## src/rtl/reg_bus_defs.sv

```systemverilog
// rtl/reg_bus_defs.sv - shared reg_if bus op codes, FSM states and register map
package reg_bus_defs;

  localparam logic [1:0] OP_WR   = 2'b00;
  localparam logic [1:0] OP_RD   = 2'b01;
  localparam logic [1:0] OP_POLL = 2'b10;
  localparam logic [1:0] OP_RSV  = 2'b11;

  localparam logic [7:0] ADDR_CTRL   = 8'h00;
  localparam logic [7:0] ADDR_STATUS = 8'h04;

  typedef enum logic [2:0] {
    S_IDLE  = 3'd0,
    S_WR    = 3'd1,
    S_RD    = 3'd2,
    S_WAIT  = 3'd3,
    S_CHECK = 3'd4,
    S_GAP   = 3'd5,
    S_RSP   = 3'd6
  } state_t;

endpackage

```

## src/rtl/reg_if_master.sv

```systemverilog
// rtl/reg_if_master.sv - reg_if bus initiator: single write, read and poll commands
module reg_if_master
  import reg_bus_defs::*;
#(
  parameter int ADDR_WIDTH = 8,
  parameter int DATA_WIDTH = 32,
  parameter int RD_LATENCY = 1,
  parameter int POLL_WIDTH = 16
) (
  input  logic                  clk,
  input  logic                  reset_n,
  input  logic                  cmd_valid,
  output logic                  cmd_ready,
  input  logic [1:0]            cmd_op,
  input  logic [ADDR_WIDTH-1:0] cmd_addr,
  input  logic [DATA_WIDTH-1:0] cmd_wdata,
  input  logic [DATA_WIDTH-1:0] cmd_mask,
  input  logic [POLL_WIDTH-1:0] cmd_limit,
  output logic                  rsp_valid,
  input  logic                  rsp_ready,
  output logic [DATA_WIDTH-1:0] rsp_data,
  output logic                  rsp_err,
  output logic [ADDR_WIDTH-1:0] addr,
  output logic [DATA_WIDTH-1:0] wdata,
  output logic                  wen,
  output logic                  ren,
  input  logic [DATA_WIDTH-1:0] rdata,
  output logic                  busy
);

  localparam logic [1:0] LAT_LAST = 2'(RD_LATENCY - 1);

  state_t                  state, state_nxt;
  logic [1:0]              op_q;
  logic [ADDR_WIDTH-1:0]   addr_q;
  logic [DATA_WIDTH-1:0]   wdata_q;
  logic [DATA_WIDTH-1:0]   mask_q;
  logic [POLL_WIDTH-1:0]   limit_q;
  logic [POLL_WIDTH-1:0]   retry_q;
  logic [1:0]              lat_q;
  logic [DATA_WIDTH-1:0]   data_q;
  logic                    err_q;
  logic                    accept;
  logic                    lat_done;
  logic                    match;
  logic                    limit_hit;

  assign accept    = (state == S_IDLE) && cmd_valid;
  assign lat_done  = (lat_q == LAT_LAST);
  assign match     = ((data_q & mask_q) == (wdata_q & mask_q));
  assign limit_hit = (retry_q == limit_q);

  assign addr     = addr_q;
  assign wdata    = wdata_q;
  assign rsp_data = data_q;
  assign rsp_err  = err_q;

  always_ff @(posedge clk or negedge reset_n) begin
    if (!reset_n) state <= S_IDLE;
    else          state <= state_nxt;
  end

  always_comb begin
    state_nxt = state;
    cmd_ready = 1'b0;
    busy      = 1'b1;
    wen       = 1'b0;
    ren       = 1'b0;
    rsp_valid = 1'b0;
    case (state)
      S_IDLE: begin
        cmd_ready = 1'b1;
        busy      = 1'b0;
        if (cmd_valid) begin
          case (cmd_op)
            OP_WR:         state_nxt = S_WR;
            OP_RD, OP_POLL: state_nxt = S_RD;
            default:       state_nxt = S_RSP;
          endcase
        end
      end
      S_WR: begin
        wen       = 1'b1;
        state_nxt = S_RSP;
      end
      S_RD: begin
        ren       = 1'b1;
        state_nxt = S_WAIT;
      end
      S_WAIT: if (lat_done) state_nxt = (op_q == OP_POLL) ? S_CHECK : S_RSP;
      S_CHECK: state_nxt = (match || limit_hit) ? S_RSP : S_GAP;
      S_GAP: state_nxt = S_RD;
      S_RSP: begin
        rsp_valid = 1'b1;
        if (rsp_ready) state_nxt = S_IDLE;
      end
      default: state_nxt = S_IDLE;
    endcase
  end

  // Datapath: command latch, latency counter, retry counter and response data
  always_ff @(posedge clk or negedge reset_n) begin
    if (!reset_n) begin
      op_q    <= OP_WR;
      addr_q  <= '0;
      wdata_q <= '0;
      mask_q  <= '0;
      limit_q <= '0;
      retry_q <= '0;
      lat_q   <= '0;
      data_q  <= '0;
      err_q   <= 1'b0;
    end else begin
      if (accept) begin
        op_q    <= cmd_op;
        addr_q  <= cmd_addr;
        wdata_q <= cmd_wdata;
        mask_q  <= cmd_mask;
        limit_q <= cmd_limit;
        retry_q <= '0;
        data_q  <= '0;
        err_q   <= (cmd_op == OP_RSV);
      end
      if (state == S_RD) lat_q <= '0;
      if (state == S_WAIT) begin
        if (lat_done) data_q <= rdata;
        else          lat_q  <= lat_q + 2'd1;
      end
      // limit_hit is checked before the increment so the counter never wraps
      if (state == S_CHECK && !match) begin
        if (limit_hit) err_q   <= 1'b1;
        else           retry_q <= retry_q + 1'b1;
      end
    end
  end

endmodule

```

## config.mk

```make
export PLATFORM = sky130hd
export DESIGN_NAME = reg_if_master
export DESIGN_NICKNAME = d
export VERILOG_FILES = /design/src/rtl/reg_bus_defs.sv /design/src/rtl/reg_if_master.sv
export SDC_FILE = /design/constraint.sdc
export NUM_CORES = 1
export LEC_CHECK = 0
export BUFFER_PORTS_ARGS = -buffer_cell sky130_fd_sc_hd__buf_2
export CAP_MARGIN = 10
export CORE_ASPECT_RATIO = 0.8
export CORE_MARGIN = 2
export CORE_UTILIZATION = 50
export DETAILED_ROUTE_END_ITERATION = 10
export GPL_TIMING_DRIVEN = 0
export PLACE_DENSITY = 0.8
export SLEW_MARGIN = 20
export SYNTH_ARGS = -nofsm -noshare
export SYNTH_HDL_FRONTEND = slang
export SYNTH_SLANG_ARGS = --single-unit
```

## constraint.sdc

```tcl
create_clock -name clk -period 4.66 [get_ports clk]
set_input_delay 0.932 -clock clk [delete_from_list [all_inputs] [get_ports clk]]
set_output_delay 0.932 -clock clk [all_outputs]
set_load 0.05 [all_outputs]
```

==> metrics.md <==
| Metric | Value |
|---|---|
| Status | `completed` |
| CTS tree | `yes` |
| Fin crit share | `56.3%` |
| Port Buffer Count | `203` |
| Final WL | `around 18 mm` |
| Clk slew on worst S/H paths | `0.06 ns` |
| Initial DRC count | `464` |
| Grt met3 use | `6.19%` |
| Power Dens Cells | `754 mW/mm²` |
| Met1 Usage GRT | `36.4%` |
| Hold wc startpoint | `addr[0]$_DFFE_PN0P_` |
| Routed Antenna Nets | `0` |
| Crit. End Element | `output port` |
| Number of top-level pins | `204` |
| Initial antenna violation count | `1` |
| Vias/cell | `about 5.2` |
| Layout Skew | `0.0115 ns` |
| Max-slew violations | `0` |
| RSZ-0062 raised after global routing | `no` |
| Routed len/inst | `around 16 µm` |
| Synthesized netlist net count | `879` |
| CTS root buf | `clkbuf_16` |
| Rows | `37` |
| Distinct cells, synth | `48` |
| Mean Syn Cell Area | `8.77 µm²` |
| Critical path startpoint | `state[0]$_DFFE_PN0P_` |
| Synth top area share | `54.8%` |
| Actual slew at the worst max-slew pin | `slightly above 0.9 ns` |
| Crit path max fanout | `10` |
| Fmax | `381 MHz` |
| Synth Flop Type | `dfrtp_1` |
| Post-synth top area cell | `dfrtp_1` |
| Clk buf depth | `2` |
| Async SR Flop Fraction | `100%` |
| Initial core utilization | `51.1%` |
| Worst Reg2Reg Path Length in Cells | `6` |
| Post-CTS Setup Repair Bufs | `0` |
| Post-synthesis sequential area ratio | `54.8%` |
| HP Class | `reg2reg` |
| Post-DP Area | `just under 0.008 mm²` |
| Static leakage | `~4.5 nW` |
| Filler cell count | `1126` |
| Clock latency on the worst-skew pair | `roughly 0.42 ns` |
| Reg-to-reg startpoint | `state[1]$_DFFE_PN0P_` |
| Number of flops mapped to enable cells by yosys | `0` |
| Synthesis-to-finish area growth | `27.8%` |
| Layout cells sized above 1 | `25.5%` |
| Final Cell Area | `0.00841 mm²` |
| Largest net degree at the start of global routing | `91` |
| Vias in the first global route | `5912` |
| Worst Hold End | `addr[0]$_DFFE_PN0P_` |
| GR peak layer | `met2` |
| Total power draw | `6.34 mW` |
| Core area | `0.0129 mm²` |
| Minimum clock period | `2.62 ns` |
| Mapped Cells | `750` |
| Slew Limit Headroom | `38.9%` |
| Final hold violation count | `0` |
| Vias | `roughly 6000` |
| Worst setup path class | `reg2out` |
| Worst vdd ir | `around 0.42 mV` |
| First-pass GRT wire length | `29.9 mm` |
| CP Launch Type | `flop` |
| Yosys warns | `0` |
| Post-synthesis register bit count | `144` |
| Die ar. | `0.0141 mm²` |
| Residual DRC | `0` |
| Arrival time worst endpoint | `between 1.5 and 2 ns` |
| # resized after CTS | `0` |
| Grt total ovfl | `0` |
| Mapped Area | `between 0.006 and 0.007 mm²` |
| Clock Sinks | `between 100 and 150` |
| Max-Cap Viols | `0` |
| Hold Crit Depth | `2` |
| Die width | `132 µm` |
| Reg-to-Reg End | `wdata[22]$_DFFE_PN0P_` |
| H-tree levels | `4` |
| Final setup fails | `0` |
| Grt met2 use | `44.7%` |
| CTS Buf Count | `17` |
| Die Y | `107 µm` |
| N_diodes | `0` |
| Total track usage | `27.3%` |
| Gpl congestion | `0.901` |
| Hpwl dp | `between 10 and 15 mm` |
| CP required | `3.73 ns` |
| Total Negative Setup Slacks | `0 ns` |
| # nets final | `1102` |
| DRT Pass-1 Iters | `5` |
| Synth area leaders | `dfrtp_1, nand2_1, xor2_1` |
| Hold_buf cts | `0` |
| Reg-to-reg slack, setup | `2.09 ns` |
[worst max path at each step]
stage | to | slack [ns] | depth (start not counted)
4_1_cts | wen | 2.03 | 3
6_report | wen | 2.04 | 3
2_1_floorplan | busy | 1.46 | 2
3_5_place_dp | wdata[16]$_DFFE_PN0P_ | 1.93 | 6
3_3_place_gp | wdata[15]$_DFFE_PN0P_ | 0.61 | 1
5_1_grt | rsp_valid | 1.93 | 4
[registers in the layout (all words and copies together), names as in the netlist]
name	cells
rsp_err	1
state	3
addr	8
mask_q	32
wdata	32
lat_q	2
limit_q	16
rsp_data	32
op_q	2
retry_q	16
[layout make-up]
cell class / count / area (µm²) / share of cell area, %
tap: 175 / 219 / 2.60
timing repair buffer: 204 / 1050 / 12.5
inverter: 7 / 26.3 / 0.313
multi-input combinational: 559 / 2770 / 32.9
buffer: 40 / 181 / 2.16
clock buffer: 20 / 447 / 5.31
sequential: 144 / 3600 / 42.9
clock inverter: 11 / 108 / 1.28
[synthesized netlist by cell type (2+ instances only)]
| library cell | instances |
|---|---|
| buf_2 | 4 |
| nor3_1 | 5 |
| ha_1 | 3 |
| nand4_1 | 11 |
| a221oi_1 | 2 |
| xnor2_1 | 16 |
| clkbuf_1 | 31 |
| nor4b_1 | 3 |
| a21oi_1 | 5 |
| nand2_1 | 355 |
| mux2i_1 | 3 |
| and2_1 | 2 |
| or4_1 | 4 |
| dfrtp_1 | 144 |
| nand3_1 | 9 |
| nor2_1 | 14 |
| nor2b_1 | 2 |
| a31oi_1 | 3 |
| nor3b_1 | 2 |
| o31ai_1 | 3 |
| xor2_1 | 32 |
| a221o_2 | 3 |
| a221o_1 | 2 |
| inv_1 | 7 |
| nor4_1 | 5 |
| a211oi_1 | 3 |
| o21ai_0 | 39 |
| and3_1 | 3 |
| a22oi_1 | 16 |
[worst max-delay path, stage by stage (launching register included)]
cell and delay [ns]:
dfrtp_1 0.39, clkbuf_1 0.34, nor3b_1 0.24, buf_2 0.30
[through the flow]
stage / cells / setup slack (ns) / hold slack [ns] / utilization [%]
2_1_floorplan: 750 / 1.46 / 0.438 / -
3_5_place_dp: 1129 / 1.93 / 0.461 / 61.0
6_report: 1160 / 2.04 / 0.469 / 65.3
3_3_place_gp: 1128 / 0.608 / 0.453 / 60.7
5_1_grt: 1160 / 1.93 / 0.487 / 65.3
4_1_cts: 1160 / 2.03 / 0.476 / 65.3
[metal layers]
metal,vias up,wire (µm)
li1,2901,-
met1,2870,7990
met2,226,8850
met3,27,1250
met4,0,359
met5,-,0
[power by group]
group,internal [mW],total (mW),switching [mW]
clock,0.749,1.28,0.531
sequential,1.75,2.16,0.410
combinational,0.789,2.90,2.11
[kinds of logic after synthesis]
family          share of synthesized area (%)
buf+inv                                  3.16
compound gates                           8.25
flops                                    54.8
simple gates                             26.4
mux                                     0.456
xor+xnor                                 6.39
fa+ha+maj                               0.571
[placed cells by master, fill, tap and decap left out, types with 4 or more instances in the layout]
cell type / netlist / final
nand2_1: 355 / 355
buf_2: 4 / 206
dfrtp_1: 144 / 144
o21ai_0: 39 / 39
clkbuf_1: 31 / 33
xor2_1: 32 / 32
clkbuf_16: 0 / 17
a22oi_1: 16 / 16
xnor2_1: 16 / 16
nor2_1: 14 / 14
nand4_1: 11 / 11
nand3_1: 9 / 9
inv_1: 7 / 7
nor3_1: 5 / 5
nor4_1: 5 / 5
a21oi_1: 5 / 5
or4_1: 4 / 4
clkinv_4: 0 / 4
(Power assumes the default switching activity.)
